==> src/rtl/m_wbfifo_responder_pkg.sv <==
// Shared definitions for the Wishbone FIFO responder: FSM states, register
// select values, status/control bit positions and the byte-lane mask helper.
package m_wbfifo_responder_pkg;

    // Transfer FSM states.
    typedef enum logic [1:0] {
        S_IDLE = 2'd0,
        S_WAIT = 2'd1,
        S_ACK  = 2'd2
    } state_e;

    // Register select (ADR_I).
    localparam logic ADR_DATA   = 1'b0;
    localparam logic ADR_STATUS = 1'b1;

    // STATUS read bit positions.
    localparam int ST_EMPTY = 0;
    localparam int ST_FULL  = 1;
    localparam int ST_OVF   = 2;
    localparam int ST_UDF   = 3;
    localparam int ST_CNT   = 8;

    // STATUS write control bits (honoured only when SEL_I[0] is set).
    localparam int CTL_CLR   = 0;
    localparam int CTL_FLUSH = 1;

    // Force unselected byte lanes of a write word to zero.
    function automatic logic [31:0] mask_lanes(input logic [3:0] sel, input logic [31:0] dat);
        logic [31:0] res;
        res = '0;
        for (int i = 0; i < 4; i++) begin
            if (sel[i]) res[8*i +: 8] = dat[8*i +: 8];
        end
        return res;
    endfunction

endpackage

==> src/rtl/m_wbfifo_responder_if.sv <==
// Wishbone classic bus bundle between the core's data bus and the FIFO responder.
interface m_wbfifo_responder_if;
    logic        STB_I;
    logic        WE_I;
    logic        ADR_I;
    logic [3:0]  SEL_I;
    logic [31:0] DAT_I;
    logic        ACK_O;
    logic [31:0] DAT_O;

    modport master (
        output STB_I, WE_I, ADR_I, SEL_I, DAT_I,
        input  ACK_O, DAT_O
    );

    modport slave (
        input  STB_I, WE_I, ADR_I, SEL_I, DAT_I,
        output ACK_O, DAT_O
    );
endinterface

==> src/rtl/m_wbfifo_mem.sv <==
// FIFO storage: synchronous write, combinational read, 2**DEPTHLOG2 words.
module m_wbfifo_mem #(
    parameter int DEPTHLOG2 = 4,
    parameter int WIDTH     = 32
) (
    input  logic                 clk_i,
    input  logic                 we_i,
    input  logic [DEPTHLOG2-1:0] waddr_i,
    input  logic [WIDTH-1:0]     wdata_i,
    input  logic [DEPTHLOG2-1:0] raddr_i,
    output logic [WIDTH-1:0]     rdata_o
);

    logic [WIDTH-1:0] mem_q [1 << DEPTHLOG2];

    // Write port.
    // NOTE: storage has no reset; stale words are unreachable because the pointers are reset.
    always_ff @(posedge clk_i) begin
        if (we_i) mem_q[waddr_i] <= wdata_i;
    end

    assign rdata_o = mem_q[raddr_i];

endmodule

==> src/rtl/m_wbfifo_responder.sv <==
// Wishbone classic responder: 32-bit FIFO mailbox plus STATUS/control register,
// with a programmable number of wait states before each acknowledge.
module m_wbfifo_responder
    import m_wbfifo_responder_pkg::*;
#(
    parameter int DEPTHLOG2  = 4,
    parameter int WAITSTATES = 1
) (
    input  logic                  CLK_I,
    input  logic                  RST_I,
    m_wbfifo_responder_if.slave   wb,
    output logic                  irq
);

    localparam int PW = DEPTHLOG2 + 1;

    state_e          state_q, state_d;
    logic [3:0]      waitcnt_q, waitcnt_d;
    logic            capture;

    logic            we_q, adr_q;
    logic [3:0]      sel_q;
    logic [31:0]     dat_q;

    logic [PW-1:0]   wrptr_q, wrptr_d, rdptr_q, rdptr_d;
    logic            ovf_q, ovf_d, udf_q, udf_d;
    logic            irq_q;

    logic            empty, full;
    logic [PW-1:0]   count;
    logic            mem_we;
    logic [31:0]     head_word, push_word, status_word;
    logic            ack;
    logic [31:0]     dat_o;

    assign empty = (wrptr_q == rdptr_q);
    assign full  = (wrptr_q[PW-1] != rdptr_q[PW-1]) &&
                   (wrptr_q[PW-2:0] == rdptr_q[PW-2:0]);
    assign count = wrptr_q - rdptr_q;

    assign push_word = mask_lanes(sel_q, dat_q);

    m_wbfifo_mem #(
        .DEPTHLOG2 (DEPTHLOG2),
        .WIDTH     (32)
    ) u_mem (
        .clk_i   (CLK_I),
        .we_i    (mem_we),
        .waddr_i (wrptr_q[DEPTHLOG2-1:0]),
        .wdata_i (push_word),
        .raddr_i (rdptr_q[DEPTHLOG2-1:0]),
        .rdata_o (head_word)
    );

    // Assemble the STATUS read word from the live FIFO state and sticky flags.
    always_comb begin
        status_word                 = '0;
        status_word[ST_EMPTY]       = empty;
        status_word[ST_FULL]        = full;
        status_word[ST_OVF]         = ovf_q;
        status_word[ST_UDF]         = udf_q;
        status_word[ST_CNT +: PW]   = count;
    end

    // Transfer FSM next state: wait-state countdown and abort on dropped strobe.
    // NOTE: combinational blocks use blocking '=' and assign every output first, so no latch is inferred.
    always_comb begin
        state_d   = state_q;
        waitcnt_d = waitcnt_q;
        capture   = 1'b0;
        unique case (state_q)
            S_IDLE: begin
                if (wb.STB_I) begin
                    capture   = 1'b1;
                    waitcnt_d = 4'(WAITSTATES);
                    state_d   = (WAITSTATES == 0) ? S_ACK : S_WAIT;
                end
            end
            S_WAIT: begin
                if (!wb.STB_I) begin
                    state_d = S_IDLE;
                end else if (waitcnt_q <= 4'd1) begin
                    state_d = S_ACK;
                end else begin
                    waitcnt_d = waitcnt_q - 4'd1;
                end
            end
            S_ACK:   state_d = S_IDLE;
            default: state_d = S_IDLE;
        endcase
    end

    // ACK-cycle side effects: push/pop, sticky flags, control writes, read data.
    always_comb begin
        wrptr_d = wrptr_q;
        rdptr_d = rdptr_q;
        ovf_d   = ovf_q;
        udf_d   = udf_q;
        mem_we  = 1'b0;
        ack     = 1'b0;
        dat_o   = '0;
        if (state_q == S_ACK) begin
            ack = 1'b1;
            if (adr_q == ADR_DATA) begin
                if (we_q) begin
                    if (full) begin
                        ovf_d = 1'b1;
                    end else begin
                        mem_we  = 1'b1;
                        wrptr_d = wrptr_q + 1'b1;
                    end
                end else begin
                    if (empty) begin
                        udf_d = 1'b1;
                    end else begin
                        dat_o   = head_word;
                        rdptr_d = rdptr_q + 1'b1;
                    end
                end
            end else begin
                if (we_q) begin
                    if (sel_q[0]) begin
                        if (dat_q[CTL_CLR]) begin
                            ovf_d = 1'b0;
                            udf_d = 1'b0;
                        end
                        if (dat_q[CTL_FLUSH]) begin
                            wrptr_d = '0;
                            rdptr_d = '0;
                        end
                    end
                end else begin
                    dat_o = status_word;
                end
            end
        end
    end

    assign wb.ACK_O = ack;
    assign wb.DAT_O = dat_o;
    assign irq      = irq_q;

    // State, captured request, pointers, flags and registered interrupt.
    // NOTE: sequential blocks use non-blocking '<=' so all registers update from pre-edge values.
    always_ff @(posedge CLK_I or posedge RST_I) begin
        if (RST_I) begin
            state_q   <= S_IDLE;
            waitcnt_q <= '0;
            we_q      <= 1'b0;
            adr_q     <= 1'b0;
            sel_q     <= '0;
            dat_q     <= '0;
            wrptr_q   <= '0;
            rdptr_q   <= '0;
            ovf_q     <= 1'b0;
            udf_q     <= 1'b0;
            irq_q     <= 1'b0;
        end else begin
            state_q   <= state_d;
            waitcnt_q <= waitcnt_d;
            if (capture) begin
                we_q  <= wb.WE_I;
                adr_q <= wb.ADR_I;
                sel_q <= wb.SEL_I;
                dat_q <= wb.DAT_I;
            end
            wrptr_q   <= wrptr_d;
            rdptr_q   <= rdptr_d;
            ovf_q     <= ovf_d;
            udf_q     <= udf_d;
            irq_q     <= ~empty;
        end
    end

endmodule

==> src/flat_wrapper.sv <==
// flat-port wrapper written by rule: the top's interface ports become plain ports
module m_wbfifo_responder_flat import m_wbfifo_responder_pkg::*;
#(
    parameter int DEPTHLOG2  = 4,
    parameter int WAITSTATES = 1
)
  (CLK_I, RST_I, irq, wb_STB_I, wb_WE_I, wb_ADR_I, wb_SEL_I, wb_DAT_I, wb_ACK_O, wb_DAT_O);
  m_wbfifo_responder_if wb_i ();
  input  logic CLK_I;
  input  logic RST_I;
  output logic irq;
  input wire logic [$bits(wb_i.STB_I)-1:0] wb_STB_I;
  input wire logic [$bits(wb_i.WE_I)-1:0] wb_WE_I;
  input wire logic [$bits(wb_i.ADR_I)-1:0] wb_ADR_I;
  input wire logic [$bits(wb_i.SEL_I)-1:0] wb_SEL_I;
  input wire logic [$bits(wb_i.DAT_I)-1:0] wb_DAT_I;
  output wire logic [$bits(wb_i.ACK_O)-1:0] wb_ACK_O;
  output wire logic [$bits(wb_i.DAT_O)-1:0] wb_DAT_O;
  assign wb_i.STB_I = wb_STB_I;
  assign wb_i.WE_I = wb_WE_I;
  assign wb_i.ADR_I = wb_ADR_I;
  assign wb_i.SEL_I = wb_SEL_I;
  assign wb_i.DAT_I = wb_DAT_I;
  assign wb_ACK_O = wb_i.ACK_O;
  assign wb_DAT_O = wb_i.DAT_O;
  m_wbfifo_responder #(.DEPTHLOG2(DEPTHLOG2), .WAITSTATES(WAITSTATES)) u_core (.CLK_I(CLK_I), .RST_I(RST_I), .wb(wb_i), .irq(irq));
endmodule
==> config.mk <==
export PLATFORM = sky130hd
export DESIGN_NAME = m_wbfifo_responder_flat
export DESIGN_NICKNAME = d
export VERILOG_FILES = /design/src/rtl/m_wbfifo_responder_pkg.sv /design/src/rtl/m_wbfifo_responder_if.sv /design/src/rtl/m_wbfifo_mem.sv /design/src/rtl/m_wbfifo_responder.sv /design/src/flat_wrapper.sv
export SDC_FILE = /design/constraint.sdc
export NUM_CORES = 1
export LEC_CHECK = 0
export ABC_AREA = 1
export CAP_MARGIN = 30
export CORE_UTILIZATION = 40
export CTS_BUF_LIST = sky130_fd_sc_hd__clkbuf_8
export DETAILED_ROUTE_END_ITERATION = 10
export PLACE_DENSITY = 0.67
export SLEW_MARGIN = 25
export SYNTH_ARGS = -nofsm -noshare
export SYNTH_HDL_FRONTEND = slang
export SYNTH_HIERARCHICAL = 1
export SYNTH_SLANG_ARGS = --single-unit
export TNS_END_PERCENT = 100
==> constraint.sdc <==
create_clock -name CLK_I -period 3.4 [get_ports CLK_I]
set_input_delay 0.68 -clock CLK_I [delete_from_list [all_inputs] [get_ports CLK_I]]
set_output_delay 0.68 -clock CLK_I [all_outputs]
set_load 0.03 [all_outputs]
After elaboration in Yosys (flattened, before gate mapping)
Memory sizes are Yosys's and may differ from the RTL's. Index checks and enable logic that the tools add are counted.

Register bits: 57. RAM bits: 512. Bits of input ports: 41. Memories kept: 1.

Memories: u_core.u_mem.mem_q (words 16, bits a word 32, rd ports 1, clocked after memory_dff 0, write ports 1, line m_wbfifo_mem.sv:14) `logic [WIDTH-1:0] mem_q [1 << DEPTHLOG2];`.

Add/sub/neg operators: 4. $lt $le $gt $ge: 1. Equality and inequality tests: 19. Muxes and demuxes: 44. Bitwise operators: 1. Reduce and logical (&&, ||, !) cells: 11.

Operators by type and width (count): two-way mux 32 bit (4); two-way mux 5 bit (9); two-way mux 8 bit (4); inequality test 2 bit, second input constant (10); two-way mux 1 bit (18); two-way mux 13 bit (1); two-way mux 4 bit (3); AND reduction 6 bit (2); adder 5 x 1 -> 5 bit, second input constant (2); AND reduction 5 bit (2); one-hot mux 4 bit (2 select lines) (1); two-way mux 2 bit (3); inequality test 2 x 1 -> 1 bit, second input constant (3); nonzero test 2 bit (3); == test 5 bit (1); subtractor 5 bit (1); == test 4 bit (1); less-or-equal comparator 4 x 1 -> 1 bit, second input constant (1); one-hot mux 2 bit (2 select lines) (1); AND reduction 4 bit (1); subtractor 4 x 1 -> 4 bit, second input constant (1); inequality test 3 x 2 -> 1 bit, second input constant (1); == test 2 x 1 -> 1 bit, second input constant (1); == test 2 bit, second input constant (1); other kinds (5) (5).

Depth between registers and ports, before layout
Gate-level depths: netlist of run 1.

Word-level depth: 8. Depth in mapped cells: 14. Depth with buffers taken out: 11.

Modules after synthesis
The synthesis of run 1 kept the hierarchy.

By module, submodules not included: m_wbfifo_mem (instances 1, cells an instance 2088, area an instance 22089.9 um2, sequential area each 15374.7 um2); m_wbfifo_responder (instances 1, cells an instance 416, area an instance 3389.5 um2, sequential area each 1426.4 um2).

Worst setup path after synthesis of run 1
OpenSTA, ideal clock, no wires.

Path kind: reg2reg. Start point: reg u_core.rdptr_q[2]. End point: mem u_core.u_mem.mem_q[12][0], enable pin. Setup time: 0.421 ns. Arrival time: 2.866 ns. Data required time: 2.979 ns. Setup slack: 0.113 ns. Stages on the path, launching flop included: 11. Path buffers: 1. Clock period less this slack: 3.287 ns. Cells stage by stage: dfrtp_1 -> buf_2 -> inv_1 -> ha_1 -> nand2_1 -> nor2_2 -> nand2_1 -> nand2_2 -> nor2_4 -> nand3_1 -> nor2_1.

Cells in the longest elaborated chain, start to end: 8.

RTL lines: start, declared (line m_wbfifo_responder.sv:25) `logic [PW-1:0] wrptr_q, wrptr_d, rdptr_q, rdptr_d;`; start signal, assigned (line m_wbfifo_responder.sv:168) `rdptr_q <= rdptr_d;`; == test 4 bit (line m_wbfifo_responder.sv:38) `(wrptr_q[PW-2:0] == rdptr_q[PW-2:0]);`; logical AND 1 bit (line m_wbfifo_responder.sv:37) `assign full = (wrptr_q[PW-1] != rdptr_q[PW-1]) &&`; two-way mux 1 bit (line m_wbfifo_responder.sv:106) `if (full) begin`; two-way mux 1 bit (line m_wbfifo_responder.sv:105) `if (we_q) begin`; two-way mux 1 bit (line m_wbfifo_responder.sv:104) `if (adr_q == ADR_DATA) begin`; two-way mux 1 bit (line m_wbfifo_responder.sv:102) `if (state_q == S_ACK) begin`; named net u_core.mem_we (line m_wbfifo_responder.sv:31) `logic mem_we;`; two-way mux 1 bit (line m_wbfifo_mem.sv:19) `if (we_i) mem_q[waddr_i] <= wdata_i;`; two-way mux 1 bit (not written as such) (line m_wbfifo_mem.sv:19); end, declared (line m_wbfifo_mem.sv:14).

The timed path passes the listed nets, and every way through them passes these cells.

Worst setup path after layout of run 1
Start point: reg u_core.rdptr_q[0]. End point: out wb_DAT_O[10].

Cells in the longest elaborated chain, start to end: 5. Elaborated cells on any way between the ends: 8. Those cells by class: add/sub: 1; eq/ne: 1; mux: 5; memory: 1.

RTL lines: memory (16 x 32 bit) / == test 5 bit (equally long branches); two-way mux 32 bit (line m_wbfifo_responder.sv:113) `if (empty) begin`; two-way mux 32 bit (line m_wbfifo_responder.sv:105); two-way mux 32 bit * (line m_wbfifo_responder.sv:104); two-way mux 32 bit * (line m_wbfifo_responder.sv:102); end, declared (line flat_wrapper.sv:18) `output wire logic [$bits(wb_i.DAT_O)-1:0] wb_DAT_O;`.

Every way passes the cells marked *; elsewhere a longest branch is shown, timed or not.

==> impl_metrics.json, run 1 <==
{
  "status": "completed",
  "cts_buffers": 92,
  "relSlewSlack": 0.563,
  "place.gp.congestion": 0.843,
  "setup_violations": 0,
  "synth-async-reset-ratio": 0.100,
  "die_h_um": 254,
  "placed_area_um2": 27400,
  "grt_pass1_vias": 17464,
  "clk_pin_slew_worst_paths_ns": 0.06,
  "syn_inst": 2504,
  "grtUsageTotal": 0.201,
  "worstPathArrival_ns": 2.66,
  "synth-seq-area-share": 0.659,
  "portBuffers": 74,
  "top_layer": "met4",
  "die_area_um2": 64700,
  "end_kind": "output port",
  "synth_area_leaders": "edfxtp_1 (60%), nand2_1 (12%), nand3_1 (8.1%), inv_1 (6.5%), dfrtp_1 (5.6%)",
  "synth_cell_types": 34,
  "clock_sinks": 569,
  "antenna_found_initial": 0,
  "fin_crit_sh": 0.983,
  "drtIter0Drc": 1837,
  "root_buffer": "clkbuf_8",
  "path_max_fanout": 9,
  "met1_length_um": 26800,
  "synth_common_cells": "nand2_1 (798), edfxtp_1 (512), inv_1 (438)",
  "final_cell_area_um2": 29700,
  "route.met3.wl_um": 4660,
  "clk_path_buf_depth": 3,
  "power_density_nw_per_um2": 652,
  "synth_ff_type": "edfxtp_1",
  "crit_required_ns": 2.72,
  "wl_met2_um": 31500,
  "yosysTopAreaCell": "edfxtp_1",
  "synth-seq-cells": 569,
  "grt_first_pass_wirelength_um": 98200,
  "grt_max_degree": 91,
  "wl_per_cell_um": 18.4,
  "drive_gt1_frac": 0.125,
  "synthesis.nets": 2555,
  "drt_wl_total_um": 65400,
  "cts_max_level": 3,
  "grt_overflow": 0,
  "critPathLaunchType": "flip-flop",
  "cts_tree": "yes",
  "skew_ns": 0.0353,
  "grt_setup_unrepaired": "yes",
  "peakVddDrop_mv": 0.325,
  "insertion_delay_ns": 0.68,
  "hold_buffers": 0,
  "cap_violations": 0,
  "dp.final_hpwl_um": 35500,
  "nets": 2679,
  "fin_crit_ns": 3.34,
  "synth_edf_count": 512,
  "finalMaxSlewViolations": 0,
  "viasPerCell": 4.99,
  "firstDrtPassIters": 5,
  "avgSynthCellArea_um2": 10.2,
  "yosys_warnings": 6,
  "hold_viol": 0,
  "io_pins": 75,
  "fmax_mhz": 299,
  "die_w_um": 254,
  "final_antenna_net_count": 0,
  "netlist_area_um2": 25500,
  "tightest_slew_ns": 0.656,
  "vias": 17728,
  "fp.coreArea_um2": 63000,
  "hold_path_class": "in2async",
  "num_rows": 92,
  "synth.top_cell.area_share": 0.603,
  "post-route-drc-count": 0,
  "critical_path_class": "reg2out",
  "start_util": 0.405,
  "power_mw": 19.4,
  "yosysMostFrequentCell": "nand2_1",
  "total_leakage_power_nw": 12.9,
  "syn2layout_area_growth_pct": 16.8
}
layer usage:
layer  vias to the layer above  GRT usage
met3                       138     0.0319
met4                         0     0.0897
met5                         -          0
met1                      8550      0.259
met2                       716      0.335
li1                       8324          -
worst max-delay path, stage by stage, from the launching register on:
cell,delay [ns]
dfrtp_4,0.56
ha_1,0.20
inv_1,0.07
fa_1,0.42
xor2_1,0.19
a21oi_1,0.31
a21oi_4,0.07
buf_12,0.15
final timing paths:
path / start / end / slack (ns) / depth (start not counted)
setup reg to reg: u_core/rdptr_q[0] / u_core/u_mem/mem_q[4][13] / 0.47 / 9
min in group CLK_I: u_core/ovf_q / u_core/ovf_q / 0.49 / 2
max in group asynchronous: RST_I / u_core/rdptr_q[1] / 2.27 / 3
setup / recovery: u_core/rdptr_q[0] / wb_DAT_O[10] / 0.06 / 7
hold / removal: RST_I / u_core/sel_q[2] / 0.46 / 2
hold reg to reg: u_core/ovf_q / u_core/ovf_q / 0.49 / 2
cell families after synthesis:
| kind of cell | share of synthesized area |
|---|---|
| mux | 0.0155 |
| compound gates | 0.00589 |
| buf+inv | 0.0987 |
| fa+ha+maj | 0.00521 |
| simple gates | 0.213 |
| xor+xnor | 0.00206 |
| flops | 0.659 |
power breakdown:
group	switching [mW]	internal, mW
Combinational	3.07	1.26
Clock	2.74	3.17
Sequential	0.279	8.89
Total	6.09	13.3
per-stage QoR:
stage	hold slack (ns)	util	worst slack [ns]	cells	setup TNS, ns
after floorplan	0.448	-	0.113	2504	0
after global placement	0.474	0.436	0.515	3365	0
after detailed placement	0.482	0.436	0.548	3365	0
after CTS	0.461	0.468	-0.00254	3543	-0.00254
after global routing	0.487	0.472	-0.0458	3554	-0.424
final	0.456	0.472	0.0587	3555	0
cells in the final DEF (no fill, tap or decap), types with 25 or more instances in the layout:
| cell type | Yosys | final |
|---|---|---|
| buf_12 | 1 | 34 |
| buf_4 | 7 | 55 |
| clkbuf_8 | 0 | 96 |
| clkdlybuf4s50_1 | 0 | 42 |
| dfrtp_1 | 57 | 52 |
| edfxtp_1 | 512 | 512 |
| inv_1 | 438 | 468 |
| mux2_2 | 25 | 25 |
| nand2_1 | 798 | 793 |
| nand3_1 | 410 | 408 |
| nor2_1 | 59 | 25 |
registers in the layout, summed over array words and instances, names as in the netlist, 2 cells and up:
signal,cells
u_core/state_q,2
u_core/rdptr_q,5
u_core/sel_q,4
u_core/waitcnt_q,4
u_core/dat_q,32
u_core/wrptr_q,5
u_core/u_mem/mem_q,512
area by class of cell:
class                           instances  area [um^2]
Fill cell                            5614        33200
Sequential cell                       569        16800
Multi-Input combinational cell       1366         6390
Timing Repair Buffer                  150         1910
Inverter                              447         1710
Clock buffer                           96         1320
Tap cell                              846         1060
Clock inverter                         78          523
Timing Repair inverter                  2         22.5
Antenna cell                            1         2.50
repair_timing:
| item | in CTS | in global routing |
|---|---|---|
| resized for setup | 35 | 23 |
| setup endpoints to repair | 31 | 32 |
| cloned | 2 | 7 |
| buffers inserted | 2 | 4 |
No activity file was read; power rests on OpenSTA's default activity.
==> inputs of run 2 (changes only) <==
- CORE_UTILIZATION: 40 -> 42
- PLACE_DENSITY: 0.67 -> 0.69
==> run 2 against run 1 <==
Critical path depth grew 3. Count of clock-buffer cells in the layout grew 6. Clock power down 5.6%. Maximum frequency is 0.19% lower. Non-clock buffer count increased by 11. Die area shrank 4.7%. Register-to-register slack worse by 0.06 ns. Via count is 2.1% higher. Sequential power is essentially flat. Total power is 0.41% lower. Sequential share of layout area decreased by 0.29 points. Cell count decreased by 1.8%. Critical path type unchanged. Largest cell class unchanged.
==> impl_metrics.json, run 2 (synthesis results as in run 1) <==
{
  "cap_violations": 0,
  "status": "completed",
  "critPathLaunchType": "flip-flop",
  "final_cell_mix": "nand2_1 (790), edfxtp_1 (512), inv_1 (473)",
  "p_switching_mw": 6.16,
  "fp.coreArea_um2": 59500,
  "end_kind": "output port",
  "post-route-util": 0.503,
  "fmax_mhz": 299,
  "final-seq-area_um2": 16800,
  "clock_sinks": 569,
  "wl_per_cell_um": 19.5,
  "dp.final_hpwl_um": 35100,
  "die_area_um2": 61700,
  "io_pins": 75,
  "insertion_delay_ns": 0.70,
  "grt_pass1_vias": 17691,
  "drive_gt1_frac": 0.126,
  "path_max_fanout": 34,
  "top_regs": "u_core/u_mem/mem_q x512, u_core/dat_q x32",
  "skew_ns": 0.0450,
  "p_seq_frac": 0.475,
  "grt_overflow": 0,
  "num-fill-cells": 5212,
  "multi_input_area_um2": 6410,
  "worst_slack_ns": 0.0524,
  "peakVddDrop_mv": 0.493,
  "clk_path_buf_depth": 3,
  "hold_path_class": "in2async",
  "drt_wl_total_um": 68100,
  "place.gp.congestion": 0.871,
  "rr_worst_depth": 9,
  "internal-power_mw": 13.2,
  "cts_max_level": 3,
  "portBuffers": 74,
  "rrSetupSlack_ns": 0.41,
  "hold_buffers": 0,
  "finalMaxSlewViolations": 0,
  "grtUsageTotal": 0.221,
  "root_buffer": "clkbuf_8",
  "hold_viol": 0,
  "r2r_start": "u_core/rdptr_q[0]",
  "crit_required_ns": 2.72,
  "die_w_um": 248,
  "tightest_slew_ns": 0.733,
  "clkPwrFrac": 0.289,
  "num_rows": 89,
  "regMostFlops": "u_core/u_mem/mem_q",
  "clk_pin_slew_worst_paths_ns": 0.06,
  "pwr-share-comb": 0.236,
  "cts_buffers": 93,
  "place_ws_ns": 0.482,
  "vias": 18106,
  "nets": 2691,
  "syn2layout_area_growth_pct": 17.3,
  "fin_crit_sh": 0.985,
  "relSlewSlack": 0.511,
  "netSwitchingFraction": 0.318,
  "setup_violations": 0,
  "antenna_found_initial": 1,
  "worstPathArrival_ns": 2.67,
  "critical_path_class": "reg2out",
  "final_antenna_net_count": 0,
  "grt_first_pass_wirelength_um": 102000,
  "largest_reg_flops": 512,
  "post-route-drc-count": 0,
  "die_h_um": 248,
  "drtIter0Drc": 1935,
  "cts_tree": "yes",
  "power_density_nw_per_um2": 646,
  "timing.rr.end": "u_core/u_mem/mem_q[8][14]",
  "grt_setup_unrepaired": "yes",
  "viasPerCell": 5.19,
  "total_leakage_power_nw": 13.0,
  "fin_crit_ns": 3.35,
  "grt_max_degree": 67,
  "final_common_cell": "nand2_1",
  "firstDrtPassIters": 7,
  "start_util": 0.428
}
[run 2: cell types whose count changed in the layout (fill, tap and decap cells not counted), sizes merged]
cell,before,now
clkinv,35,23
inv,481,493
buf,102,112
bufinv,7,1
clkbuf,101,106
clkinvlp,4,1
bufbuf,1,3
[run 2: cell type report]
class | count | share of cell area
tap | 773 | 0.0323
clock buffer | 102 | 0.0470
timing repair buffer | 161 | 0.0751
inverter | 447 | 0.0570
clock inverter | 69 | 0.0113
timing repair inverter | 2 | 0.000586
sequential | 569 | 0.562
multi-input combinational | 1366 | 0.214
antenna | 1 | 0.0000837
[run 2: how the worst max path moves through the flow]
stage	from	endpoint	slack, ns	cells after the start
after floorplan	u_core/rdptr_q[2]	u_core/u_mem/mem_q[12][0]	0.11	10
after global placement	u_core/wrptr_q[0]	wb_DAT_O[31]	0.51	9
after detailed placement	u_core/wrptr_q[3]	wb_DAT_O[23]	0.48	8
after CTS	u_core/rdptr_q[1]	wb_DAT_O[2]	-0.004	9
after global routing	u_core/rdptr_q[0]	wb_DAT_O[0]	-0.05	10
final	u_core/rdptr_q[0]	wb_DAT_O[2]	0.05	10
[run 2: metrics by stage]
| stage | hold WS, ns | power [mW] | setup TNS (ns) | instances | cell area (um^2) |
|---|---|---|---|---|---|
| 2_1_floorplan | 0.448 | 12.1 | 0 | 2504 | 25500 |
| 3_3_place_gp | 0.477 | 13.2 | 0 | 3287 | 27400 |
| 3_5_place_dp | 0.489 | 13.3 | 0 | 3287 | 27400 |
| 4_1_cts | 0.372 | 19.2 | -0.00717 | 3473 | 29600 |
| 5_1_grt | 0.416 | 20.2 | -0.298 | 3490 | 29900 |
| 6_report | 0.385 | 19.3 | 0 | 3490 | 29900 |
[run 2: critical path, cell delays in order (launching register included)]
cell and delay (ns):
dfrtp_4 0.56, buf_6 0.19, buf_16 0.18, nand2_1 0.10, nand3_1 0.08, nand3_1 0.10
nand3_1 0.11, nand2_2 0.13, nand3_1 0.12, a21oi_2 0.24, buf_12 0.15
[run 2: repair_timing]
action	4_1_cts	5_1_grt
setup endpoints to repair	32	32
gates cloned	9	6
resized for setup	39	26
pin swaps	6	8
buffers inserted	6	10
[run 2: power groups by stage]
stage	clock, mW	combinational, mW	sequential (mW)
6_report	5.58	4.56	9.19
5_1_grt	5.98	5.00	9.23
4_1_cts	5.67	4.38	9.18
3_5_place_dp	0	3.98	9.32
3_3_place_gp	0	3.85	9.30
2_1_floorplan	0	2.90	9.17
[run 2: metal layers]
layer	up-vias	global-route usage	wire, um
met5	-	0	0
met1	8757	0.289	26900
met3	158	0.0366	5820
li1	8339	-	-
met2	852	0.363	33000
met4	0	0.0961	2260
